### src/rtl/pc_sequencer.sv
// Program-counter stage of the fetch path.
// Holds the PC and feeds it to an external adder, whose result is the next sequential PC.
// Presents the PC to instruction memory over a valid/ready handshake.
// Handles stalls, branch/jump redirects, halt, and trapping of misaligned redirect targets.
module pc_sequencer #(
   parameter int unsigned   N        = 32,
   parameter logic [N-1:0]  RESET_PC = '0,
   parameter int unsigned   STEP     = 4
) (
   input  logic         clk,
   input  logic         rst_n,
   output logic [N-1:0] add_a,
   output logic [N-1:0] add_b,
   input  logic [N-1:0] add_y,
   input  logic         stall,
   input  logic         redirect_valid,
   input  logic [N-1:0] redirect_pc,
   input  logic         halt_req,
   output logic         fetch_valid,
   input  logic         fetch_ready,
   output logic [N-1:0] pc,
   output logic         halted,
   output logic         misalign_err,
   output logic [N-1:0] fetch_count
);

   localparam logic [N-1:0] STEP_W     = N'(STEP);
   // Low address bits that must be zero for a STEP-aligned target; empty when STEP==1.
   localparam logic [N-1:0] ALIGN_MASK = N'(STEP - 1);

   typedef enum logic [1:0] {
      ST_BOOT   = 2'd0,
      ST_RUN    = 2'd1,
      ST_HALTED = 2'd2
   } state_t;

   state_t       state;
   state_t       state_next;
   logic [N-1:0] pc_next;
   logic [N-1:0] count_next;
   logic         misalign_next;
   logic         halt_pending;
   logic         halt_pending_next;
   logic         accept;
   logic         misaligned;

   // Adder operands and handshake decode.
   assign add_a       = pc;
   assign add_b       = STEP_W;
   assign fetch_valid = (state == ST_RUN) && !stall;
   assign accept      = fetch_valid && fetch_ready;
   assign misaligned  = (redirect_pc & ALIGN_MASK) != '0;
   assign halted      = (state == ST_HALTED);

   // State and datapath registers with synchronous reset.
   always_ff @(posedge clk) begin
      if (!rst_n) begin
         state        <= ST_BOOT;
         pc           <= RESET_PC;
         misalign_err <= 1'b0;
         halt_pending <= 1'b0;
         fetch_count  <= '0;
      end else begin
         state        <= state_next;
         pc           <= pc_next;
         misalign_err <= misalign_next;
         halt_pending <= halt_pending_next;
         fetch_count  <= count_next;
      end
   end

   // Next-state and next-PC selection, highest-priority event first.
   always_comb begin
      state_next        = state;
      pc_next           = pc;
      misalign_next     = misalign_err;
      halt_pending_next = halt_pending;
      count_next        = fetch_count;
      case (state)
         ST_BOOT: begin
            state_next = ST_RUN;
            if (halt_req) halt_pending_next = 1'b1;
         end
         ST_RUN: begin
            if (halt_req) halt_pending_next = 1'b1;
            if (accept)   count_next = fetch_count + N'(1);
            if (redirect_valid && misaligned) begin
               misalign_next = 1'b1;
               state_next    = ST_HALTED;
            end else if (redirect_valid) begin
               pc_next = redirect_pc;
            end else if (halt_pending && !(fetch_valid && !fetch_ready)) begin
               // Only halt once no presented fetch is left waiting for ready.
               state_next = ST_HALTED;
            end else if (accept) begin
               pc_next = add_y;
            end
         end
         ST_HALTED: begin
            state_next = ST_HALTED;
         end
         default: begin
            state_next = ST_BOOT;
         end
      endcase
   end

endmodule

### config.mk
export PLATFORM = sky130hd
export DESIGN_NAME = pc_sequencer
export DESIGN_NICKNAME = d
export VERILOG_FILES = /design/src/rtl/pc_sequencer.sv
export SDC_FILE = /design/constraint.sdc
export NUM_CORES = 1
export LEC_CHECK = 0
export CAP_MARGIN = 15
export CORE_MARGIN = 3
export CORE_UTILIZATION = 39
export CTS_CLUSTER_SIZE = 16
export DETAILED_ROUTE_END_ITERATION = 7
export GPL_TIMING_DRIVEN = 0
export PLACE_DENSITY = 0.81
export SYNTH_ARGS = -nofsm -noshare
export SYNTH_HDL_FRONTEND = slang
export SYNTH_SLANG_ARGS = --single-unit
### constraint.sdc
create_clock -name clk -period 2.48 [get_ports clk]
set_input_delay 0.372 -clock clk [delete_from_list [all_inputs] [get_ports clk]]
set_output_delay 0.372 -clock clk [all_outputs]
set_load 0.05 [all_outputs]
==> results.sh, run 1 <==
export IMPL_run_status="complete, no violations"
export IMPL_final_critical_path_setup_slack_ns=0.145
export IMPL_portion_of_the_post_synthesis_area_used_by_sequential_elements_pct=37.5
export IMPL_root_buf_cell="sky130_fd_sc_hd__clkbuf_8"
export IMPL_period_minus_slack_ns=2.33
export IMPL_num_antenna_cells=0
export IMPL_report_final_setup_viol=0
export IMPL_detailedPlace_worstSlack_ns=-0.141
export IMPL_synth_distinct_cells=38
export IMPL_ir_worst_vdd_mv=0.483
export IMPL_placedInstanceArea_um2=5540
export IMPL_cts_root_to_sink_buffers=2
export IMPL_core_rowCount=34
export IMPL_grt_use_total_pct=19.9
export IMPL_worst_hold_path_type="input port to register"
export IMPL_highest_net_fanout_along_the_worst_path=9
export IMPL_global_route_wire_length_before_repair_mm=16.6
export IMPL_clock_tree_htree_level_count=3
export IMPL_cts_hold_buffers=0
export IMPL_relative_slew_slack_pct=46.8
export IMPL_worst_setup_hold_path_clk_slew_ns=0.08
export IMPL_floorplan_die_area_um2=10500
export IMPL_finalWirelength_mm=10.8
export IMPL_synthDominantCellAreaShare_pct=37.5
export IMPL_place_hpwl_mm=8.50
export IMPL_crit_chain="inv_1 > ha_1 > nand4b_2 > or4_1 > or4b_1 > a21oi_1"
export IMPL_grtUsageMet2_pct=33.4
export IMPL_drive_gt1_share_pct=13.9
export IMPL_max_cap_viol_count=0
export IMPL_synthesis_instances=412
export IMPL_share_of_synthesized_registers_carrying_an_async_set_or_reset_pct=0
export IMPL_routed_via_count=3660
export IMPL_viasPerCell=5.00
export IMPL_clkLatencyLatePin_ns=0.34
export IMPL_netlist_top_cells_area="sky130_fd_sc_hd__dfxtp_1, sky130_fd_sc_hd__buf_4, sky130_fd_sc_hd__mux2i_1, sky130_fd_sc_hd__a211oi_1, sky130_fd_sc_hd__nor2_1"
export IMPL_synth_commonest_cells="sky130_fd_sc_hd__dfxtp_1, sky130_fd_sc_hd__buf_4, sky130_fd_sc_hd__nor2_1"
export IMPL_cp_slowest_cell="sky130_fd_sc_hd__or4_1"
export IMPL_post_route_util_pct=64.8
export IMPL_routedWlPerCell_um=14.8
export IMPL_synth_edf_count=0
export IMPL_cts_buffers=9
export IMPL_maxClockFrequency_mhz=428
export IMPL_area_growth_syn_to_layout_pct=58.8
export IMPL_synthMostInstantiatedCell="sky130_fd_sc_hd__dfxtp_1"
export IMPL_drt_first_pass_iters=4
export IMPL_setup_worst_path_start_class="register"
export IMPL_min_period_over_period_pct=94.1
export IMPL_net_count_reported_at_finish=693
export IMPL_finalHoldViolCount=0
export IMPL_arrival_ns=2.60
export IMPL_initial_utilization_pct=40.8
export IMPL_slowest_delay_ns=0.67
export IMPL_num_io_pins=201
export IMPL_die_h_um=102
export IMPL_finalNonFillerCells=732
export IMPL_global_route_overflow_total=0
export IMPL_slew_viol_final=0
export IMPL_synth_area_leader_cell="sky130_fd_sc_hd__dfxtp_1"
export IMPL_number_of_antenna_violations_at_the_first_check_in_global_routing=0
export IMPL_fp_dieW_um=102
export IMPL_synthFlopType="sky130_fd_sc_hd__dfxtp_1"
export IMPL_required_ns=2.74
export IMPL_postCtsSetupBuffers=0
export IMPL_grt_pass1_vias=3396
export IMPL_global_route_usage_met3_pct=4.53
export IMPL_final_area_um2=5760
export IMPL_worst_margin_slew_ns=0.797
export IMPL_num_fill_cells=750
export IMPL_numPlacedInstances=716
export IMPL_grt_setup_unrepaired="no"
export IMPL_timing_critical_path_max_delay_family="simple AND/OR/NAND/NOR gates"
export IMPL_coreArea_um2=8890
export IMPL_route_antenna_remaining_nets=0
export IMPL_synthesis_yosys_warnings=0
export IMPL_use_met1_pct=25.6
export IMPL_port_buffers=166
export IMPL_critical_path_n_buffers_inverters=1
export IMPL_cts_resized=1
export IMPL_cts_sink_count=68
export IMPL_power_leakage_nw=2.25
export IMPL_drt_iter0_drc=133
export IMPL_synth_ff_latch_count=68
export IMPL_grt_max_degree=13
export IMPL_globalplace_congestion=0.725
export IMPL_syn_avg_cell_area_um2=8.81
export IMPL_final_setup_skew_ns=0.00836
export IMPL_grt_busiest_layer="met2"
export IMPL_power_per_cell_area_nw_per_um2=756
export IMPL_cts_tree="done"
export IMPL_setup_worst_path_class="register to register"
export IMPL_critical_path_endpoint_type="register"
export IMPL_drc_errors=0
export IMPL_netlist_area_um2=3630
-- cell families after synthesis --
group | Yosys count | share of synthesized area [%]
AOI/OAI and AO/OA | 71 | 13.1
muxes | 39 | 10.8
other | 2 | 0.207
xor gates and xnor gates | 11 | 2.65
buffers and inverters | 95 | 16.9
adders and majority gates | 4 | 1.38
DFF | 68 | 37.5
and+or+nand+nor | 122 | 17.6
-- metrics by stage --
stage                     setup TNS [ns]  total power [mW]  hold WS [ns]
after floorplan                        0              2.73         0.442
after global placement           -0.0821              3.33         0.438
after detailed placement          -0.296              3.36         0.444
after CTS                              0              4.38         0.434
after global routing                   0              4.56         0.481
final                                  0              4.36         0.431
-- worst paths after layout --
path / slack (ns) / start / end / cells past startpoint
worst max-delay path: 0.15 / state[1] / fetch_count[15] / 6
worst min-delay path: 0.43 / rst_n / fetch_count[31] / 3
worst max register to register: 0.15 / state[1] / fetch_count[15] / 6
worst min register to register: 0.45 / misalign_err / misalign_err / 2
-- cell usage in the layout (no fill, tap or decap), drive strengths merged, types with 2 or more instances in the layout --
master,count
nand2b,4
a21oi,18
or4,14
clkdlybuf4s50,165
or3,4
inv,9
nor4,7
a211oi,32
nand2,17
ha,4
o21ai,7
mux2i,39
conb,32
nor3b,2
buf,73
clkbuf,23
xnor2,7
clkinvlp,3
nor3,3
nand4,6
nand3,11
and3,2
o31ai,11
nor2,47
dfxtp,68
bufinv,2
xor2,4
-- worst min-delay path: cells and delay by family --
family / cells / cell delay, ns
buffers and inverters: 1 / 0.18
AND/OR/NAND/NOR: 1 / 0.11
multiplexers: 1 / 0.05
-- flip-flops by register name, summed over array words and instances, names as in the netlist --
name,flops
add_a,32
fetch_count,32
state,2
halt_pending,1
misalign_err,1
-- where the power goes --
group | internal (mW) | switching (mW) | leakage [nW]
clock network | 0.592 | 0.431 | 0.105
registers | 1.22 | 0.112 | 0.552
logic | 0.746 | 1.26 | 1.59
-- per-layer routing --
layer | up-vias | share of wire (%) | wire length [µm]
met3 | 11 | 6.9 | 746
met1 | 1717 | 41 | 4390
met5 | - | 0 | 0
met2 | 148 | 51 | 5570
li1 | 1784 | - | -
met4 | 0 | 1.0 | 108
-- area by class of cell --
| type | count | area (µm²) | share of cell area (%) |
|---|---|---|---|
| plain buffers | 86 | 578 | 10.0 |
| well taps | 108 | 135 | 2.34 |
| clock buffers | 10 | 138 | 2.39 |
| flip-flops and latches | 68 | 1360 | 23.6 |
| repair buffers | 166 | 1660 | 28.8 |
| multi-input cells | 279 | 1770 | 30.7 |
| inverters | 9 | 33.8 | 0.586 |
| clock inverters | 6 | 87.6 | 1.52 |
No activity file was read; power rests on OpenSTA's default activity.
==> inputs of run 2 (changes only) <==
--- a/config.mk
+++ b/config.mk
@@ -5,13 +5,14 @@
 export SDC_FILE = /design/constraint.sdc
 export NUM_CORES = 1
 export LEC_CHECK = 0
+export ABC_AREA = 0
 export CAP_MARGIN = 15
 export CORE_MARGIN = 3
-export CORE_UTILIZATION = 39
+export CORE_UTILIZATION = 42
 export CTS_CLUSTER_SIZE = 16
 export DETAILED_ROUTE_END_ITERATION = 7
 export GPL_TIMING_DRIVEN = 0
-export PLACE_DENSITY = 0.81
+export PLACE_DENSITY = 0.86
 export SYNTH_ARGS = -nofsm -noshare
 export SYNTH_HDL_FRONTEND = slang
 export SYNTH_SLANG_ARGS = --single-unit
==> constraint.sdc (replaced) <==
create_clock -name clk -period 2.8 [get_ports clk]
set_input_delay 0.42 -clock clk [delete_from_list [all_inputs] [get_ports clk]]
set_output_delay 0.42 -clock clk [all_outputs]
set_load 0.05 [all_outputs]
==> results.sh, run 2 (synthesis results as in run 1) <==
export IMPL_drive_gt1_share_pct=13.6
export IMPL_core_rowCount=33
export IMPL_num_fill_cells=664
export IMPL_routed_via_count=3652
export IMPL_net_count_reported_at_finish=693
export IMPL_cts_hold_buffers=0
export IMPL_arrival_ns=2.14
export IMPL_timing_setup_tns_ns=0
export IMPL_route_antenna_remaining_nets=0
export IMPL_grt_use_total_pct=22.2
export IMPL_top_library_cells_by_usage_in_the_layout_fill_and_taps_aside="sky130_fd_sc_hd__clkdlybuf4s50_1, sky130_fd_sc_hd__dfxtp_1, sky130_fd_sc_hd__buf_4"
export IMPL_worst_margin_slew_ns=0.792
export IMPL_place_hpwl_mm=8.74
export IMPL_highest_net_fanout_along_the_worst_path=7
export IMPL_setup_worst_path_start_class="register"
export IMPL_finalWirelength_mm=11.2
export IMPL_detailedPlace_worstSlack_ns=0.116
export IMPL_period_minus_slack_ns=2.56
export IMPL_floorplan_die_area_um2=9800
export IMPL_clkLatencyLatePin_ns=0.34
export IMPL_cts_tree="done"
export IMPL_viasPerCell=5.01
export IMPL_number_of_antenna_violations_at_the_first_check_in_global_routing=0
export IMPL_layout_cells_most_common="sky130_fd_sc_hd__clkdlybuf4s50_1"
export IMPL_postCtsSetupBuffers=0
export IMPL_routedWlPerCell_um=15.3
export IMPL_power_per_cell_area_nw_per_um2=659
export IMPL_clock_tree_htree_level_count=3
export IMPL_final_setup_skew_ns=0.00938
export IMPL_ir_worst_vdd_mv=0.419
export IMPL_coreArea_um2=8300
export IMPL_relative_slew_slack_pct=47.2
export IMPL_cts_sink_count=68
export IMPL_root_buf_cell="sky130_fd_sc_hd__clkbuf_8"
export IMPL_cts_root_to_sink_buffers=2
export IMPL_min_period_over_period_pct=91.4
export IMPL_slew_viol_final=0
export IMPL_run_status="complete, no violations"
export IMPL_grt_max_degree=12
export IMPL_grt_setup_unrepaired="no"
export IMPL_final_area_um2=5730
export IMPL_num_antenna_cells=0
export IMPL_max_cap_viol_count=0
export IMPL_globalplace_congestion=0.813
export IMPL_finalHoldViolCount=0
export IMPL_port_buffers=166
export IMPL_setup_worst_path_class="register to output pin"
export IMPL_power_leakage_nw=2.24
export IMPL_num_io_pins=201
export IMPL_drt_first_pass_iters=4
export IMPL_worst_hold_path_type="register to register"
export IMPL_critical_path_endpoint_type="output pin"
export IMPL_cts_buffers=9
export IMPL_placedInstanceArea_um2=5540
export IMPL_maxClockFrequency_mhz=391
export IMPL_worst_setup_hold_path_clk_slew_ns=0.07
export IMPL_die_h_um=99.0
export IMPL_area_growth_syn_to_layout_pct=57.8
export IMPL_required_ns=2.38
export IMPL_initial_utilization_pct=43.8
export IMPL_final_critical_path_setup_slack_ns=0.241
export IMPL_report_final_setup_viol=0
export IMPL_global_route_overflow_total=0
export IMPL_drt_iter0_drc=85
export IMPL_fp_dieW_um=99.0
export IMPL_drc_errors=0
export IMPL_grt_pass1_vias=3602
export IMPL_cts_resized=0
export IMPL_global_route_wire_length_before_repair_mm=17.7
export IMPL_post_route_util_pct=69.0
run 2: metrics by stage:
step / power (mW) / hold WS [ns] / instances
after floorplan: 2.42 / 0.442 / 442
after global placement: 2.95 / 0.443 / 713
after detailed placement: 2.98 / 0.438 / 713
after CTS: 3.78 / 0.450 / 729
after global routing: 3.93 / 0.488 / 729
final: 3.78 / 0.451 / 729
run 2: where the power goes:
group	switching, mW	internal, mW
clock	0.375	0.435
combinational	1.11	0.663
sequential	0.107	1.08
total	1.60	2.18
run 2: final timing paths:
kind                 from         endpoint  slack (ns)  cells after the start
max reg2reg      state[1]  fetch_count[15]        0.42                      6
min reg2reg  misalign_err     misalign_err        0.45                      2
max              state[1]      fetch_valid        0.24                      4
min          misalign_err     misalign_err        0.45                      2
run 2: critical path, cell delays in order (launching register included):
cell and delay, ns:
sky130_fd_sc_hd__dfxtp_1 0.33, sky130_fd_sc_hd__inv_1 0.08, sky130_fd_sc_hd__ha_1 0.27, sky130_fd_sc_hd__nor2b_1 0.28, sky130_fd_sc_hd__clkdlybuf4s50_1 0.85
run 2: layer usage:
| metal | share of wire (%) | up-vias | global-route usage [%] |
|---|---|---|---|
| li1 | - | 1780 | - |
| met1 | 39 | 1690 | 26.6 |
| met2 | 51 | 153 | 38.2 |
| met3 | 6.5 | 29 | 4.32 |
| met4 | 3.0 | 0 | 9.87 |
| met5 | 0 | - | 0 |
run 2: final cells by class:
cell class                      instances  area [µm²]  share of cell area (%)
Sequential cell                        68        1360                    23.8
Tap cell                              105         131                    2.29
Multi-Input combinational cell        279        1770                    30.9
Timing Repair Buffer                  166        1660                    29.0
Inverter                                9        33.8                   0.590
Clock inverter                          4        48.8                   0.852
Clock buffer                           12         145                    2.53
Buffer                                 86         578                    10.1
==> inputs of run 3 (changes only) <==
--- a/config.mk
+++ b/config.mk
@@ -11,8 +11,8 @@
 export CORE_UTILIZATION = 42
 export CTS_CLUSTER_SIZE = 16
 export DETAILED_ROUTE_END_ITERATION = 7
-export GPL_TIMING_DRIVEN = 0
 export PLACE_DENSITY = 0.86
+export SLEW_MARGIN = 15
 export SYNTH_ARGS = -nofsm -noshare
 export SYNTH_HDL_FRONTEND = slang
 export SYNTH_SLANG_ARGS = --single-unit
==> results.sh, run 3 (synthesis results as in run 1) <==
export IMPL_cp_slowest_cell="sky130_fd_sc_hd__clkdlybuf4s50_1"
export IMPL_min_period_over_period_pct=89.5
export IMPL_viasPerCell=5.09
export IMPL_initial_utilization_pct=43.8
export IMPL_grt_pass1_vias=3083
export IMPL_worst_path_stages=4
export IMPL_required_ns=2.38
export IMPL_slew_viol_final=0
export IMPL_max_cap_viol_count=0
export IMPL_drt_first_pass_iters=4
export IMPL_global_route_wire_length_before_repair_mm=15.5
export IMPL_numPlacedInstances=634
export IMPL_number_of_antenna_violations_at_the_first_check_in_global_routing=0
export IMPL_grt_setup_unrepaired="no"
export IMPL_drc_errors=0
export IMPL_area_of_the_multi_input_gates_um2=1770
export IMPL_ir_worst_vdd_mv=0.375
export IMPL_cts_sink_count=68
export IMPL_floorplan_die_area_um2=9800
export IMPL_clkLatencyLatePin_ns=0.34
export IMPL_layout_cells_most_common="sky130_fd_sc_hd__clkdlybuf4s50_1"
export IMPL_num_antenna_cells=0
export IMPL_worst_r2r_path_depth=6
export IMPL_routed_via_count=3306
export IMPL_power_leakage_nw=1.90
export IMPL_routedWlPerCell_um=15.0
export IMPL_port_buffers=168
export IMPL_top_library_cells_by_usage_in_the_layout_fill_and_taps_aside="sky130_fd_sc_hd__clkdlybuf4s50_1, sky130_fd_sc_hd__dfxtp_1, sky130_fd_sc_hd__nor2_1"
export IMPL_root_buf_cell="sky130_fd_sc_hd__clkbuf_8"
export IMPL_coreArea_um2=8300
export IMPL_fp_dieW_um=99.0
export IMPL_report_final_setup_viol=0
export IMPL_cts_buffers=9
export IMPL_critical_path_n_buffers_inverters=2
export IMPL_worst_setup_hold_path_clk_slew_ns=0.07
export IMPL_finalNonFillerCells=650
export IMPL_timing_setup_tns_ns=0
export IMPL_fin_hold_ws_ns=0.427
export IMPL_global_route_overflow_total=0
export IMPL_cts_hold_buffers=0
export IMPL_core_rowCount=33
export IMPL_finalWirelength_mm=9.74
export IMPL_die_h_um=99.0
export IMPL_route_antenna_remaining_nets=0
export IMPL_slowest_delay_ns=0.84
export IMPL_setup_worst_path_start_class="register"
export IMPL_setup_worst_path_class="register to output pin"
export IMPL_maxClockFrequency_mhz=399
export IMPL_num_io_pins=201
export IMPL_drt_iter0_drc=87
export IMPL_net_count_reported_at_finish=614
export IMPL_final_setup_skew_ns=0.0135
export IMPL_clock_tree_htree_level_count=3
export IMPL_cts_resized=0
export IMPL_grt_use_total_pct=19.2
export IMPL_grt_max_degree=65
export IMPL_num_fill_cells=678
export IMPL_run_status="complete, no violations"
export IMPL_finalHoldViolCount=0
export IMPL_highest_net_fanout_along_the_worst_path=7
export IMPL_globalplace_congestion=0.768
export IMPL_period_minus_slack_ns=2.51
export IMPL_relative_slew_slack_pct=52.1
export IMPL_holdPathStages=3
export IMPL_placedInstanceArea_um2=5020
export IMPL_worst_margin_slew_ns=0.710
export IMPL_worst_hold_path_type="input port to register"
export IMPL_cts_root_to_sink_buffers=2
export IMPL_cts_tree="done"
export IMPL_arrival_ns=2.09
export IMPL_critical_path_endpoint_type="output pin"
export IMPL_final_area_um2=5260
export IMPL_place_hpwl_mm=7.37
export IMPL_timing_critical_path_max_delay_family="buffers and inverters"
export IMPL_post_route_util_pct=63.4
export IMPL_area_growth_syn_to_layout_pct=44.8
export IMPL_drive_gt1_share_pct=5.14
export IMPL_final_seq_area_um2=1360
export IMPL_crit_chain="inv_1 > ha_1 > nor2b_1 > clkdlybuf4s50_1"
export IMPL_postCtsSetupBuffers=0
export IMPL_power_per_cell_area_nw_per_um2=710
==> run 3: cell count changes in the layout (fill, tap and decap cells not counted), sizes merged <==
cell | previous run | this run
bufinv | 1 | 2
clkbuf | 25 | 11
clkinv | 3 | 1
clkdlybuf4s50 | 166 | 167
clkinvlp | 0 | 2
buf | 73 | 6
==> run 3: area by class of cell <==
type / count / area share (%)
clock buffer: 11 / 2.88
inverter: 9 / 0.642
timing repair buffer: 173 / 32.8
sequential: 68 / 25.9
tap: 105 / 2.50
multi-input combinational: 279 / 33.7
clock inverter: 5 / 1.59
==> run 3: per-layer routing <==
layer  track usage [%]  part of all wire (%)
met1              25.1                    42
met2              31.4                    50
met3              4.18                   5.8
met4              6.51                   1.7
met5                 0                     0
==> run 3: path summary, 6_finish.rpt <==
| path | start | end | slack [ns] |
|---|---|---|---|
| max | state[1] | fetch_valid | 0.29 |
| min | redirect_valid | misalign_err | 0.43 |
| max reg2reg | state[1] | fetch_count[23] | 0.57 |
| min reg2reg | misalign_err | misalign_err | 0.45 |
==> run 3: where the power goes <==
part	leakage (nW)	switching (mW)	total, mW	internal, mW
clock network	0.112	0.387	0.939	0.552
registers	0.552	0.0947	1.18	1.08
logic	1.23	1.08	1.62	0.542
==> run 3: stage by stage <==
stage               power (mW)  worst slack, ns
floorplan                 2.42            0.411
CTS                       3.75            0.268
global route              3.89            0.131
global placement          2.78            0.325
finish                    3.73            0.294
detailed placement        2.82            0.274
==> run 3: tightest hold or removal path: stages <==
cell                       delay [ns]
sky130_fd_sc_hd__buf_2           0.14
sky130_fd_sc_hd__o211ai_1        0.08
sky130_fd_sc_hd__a21oi_1         0.06
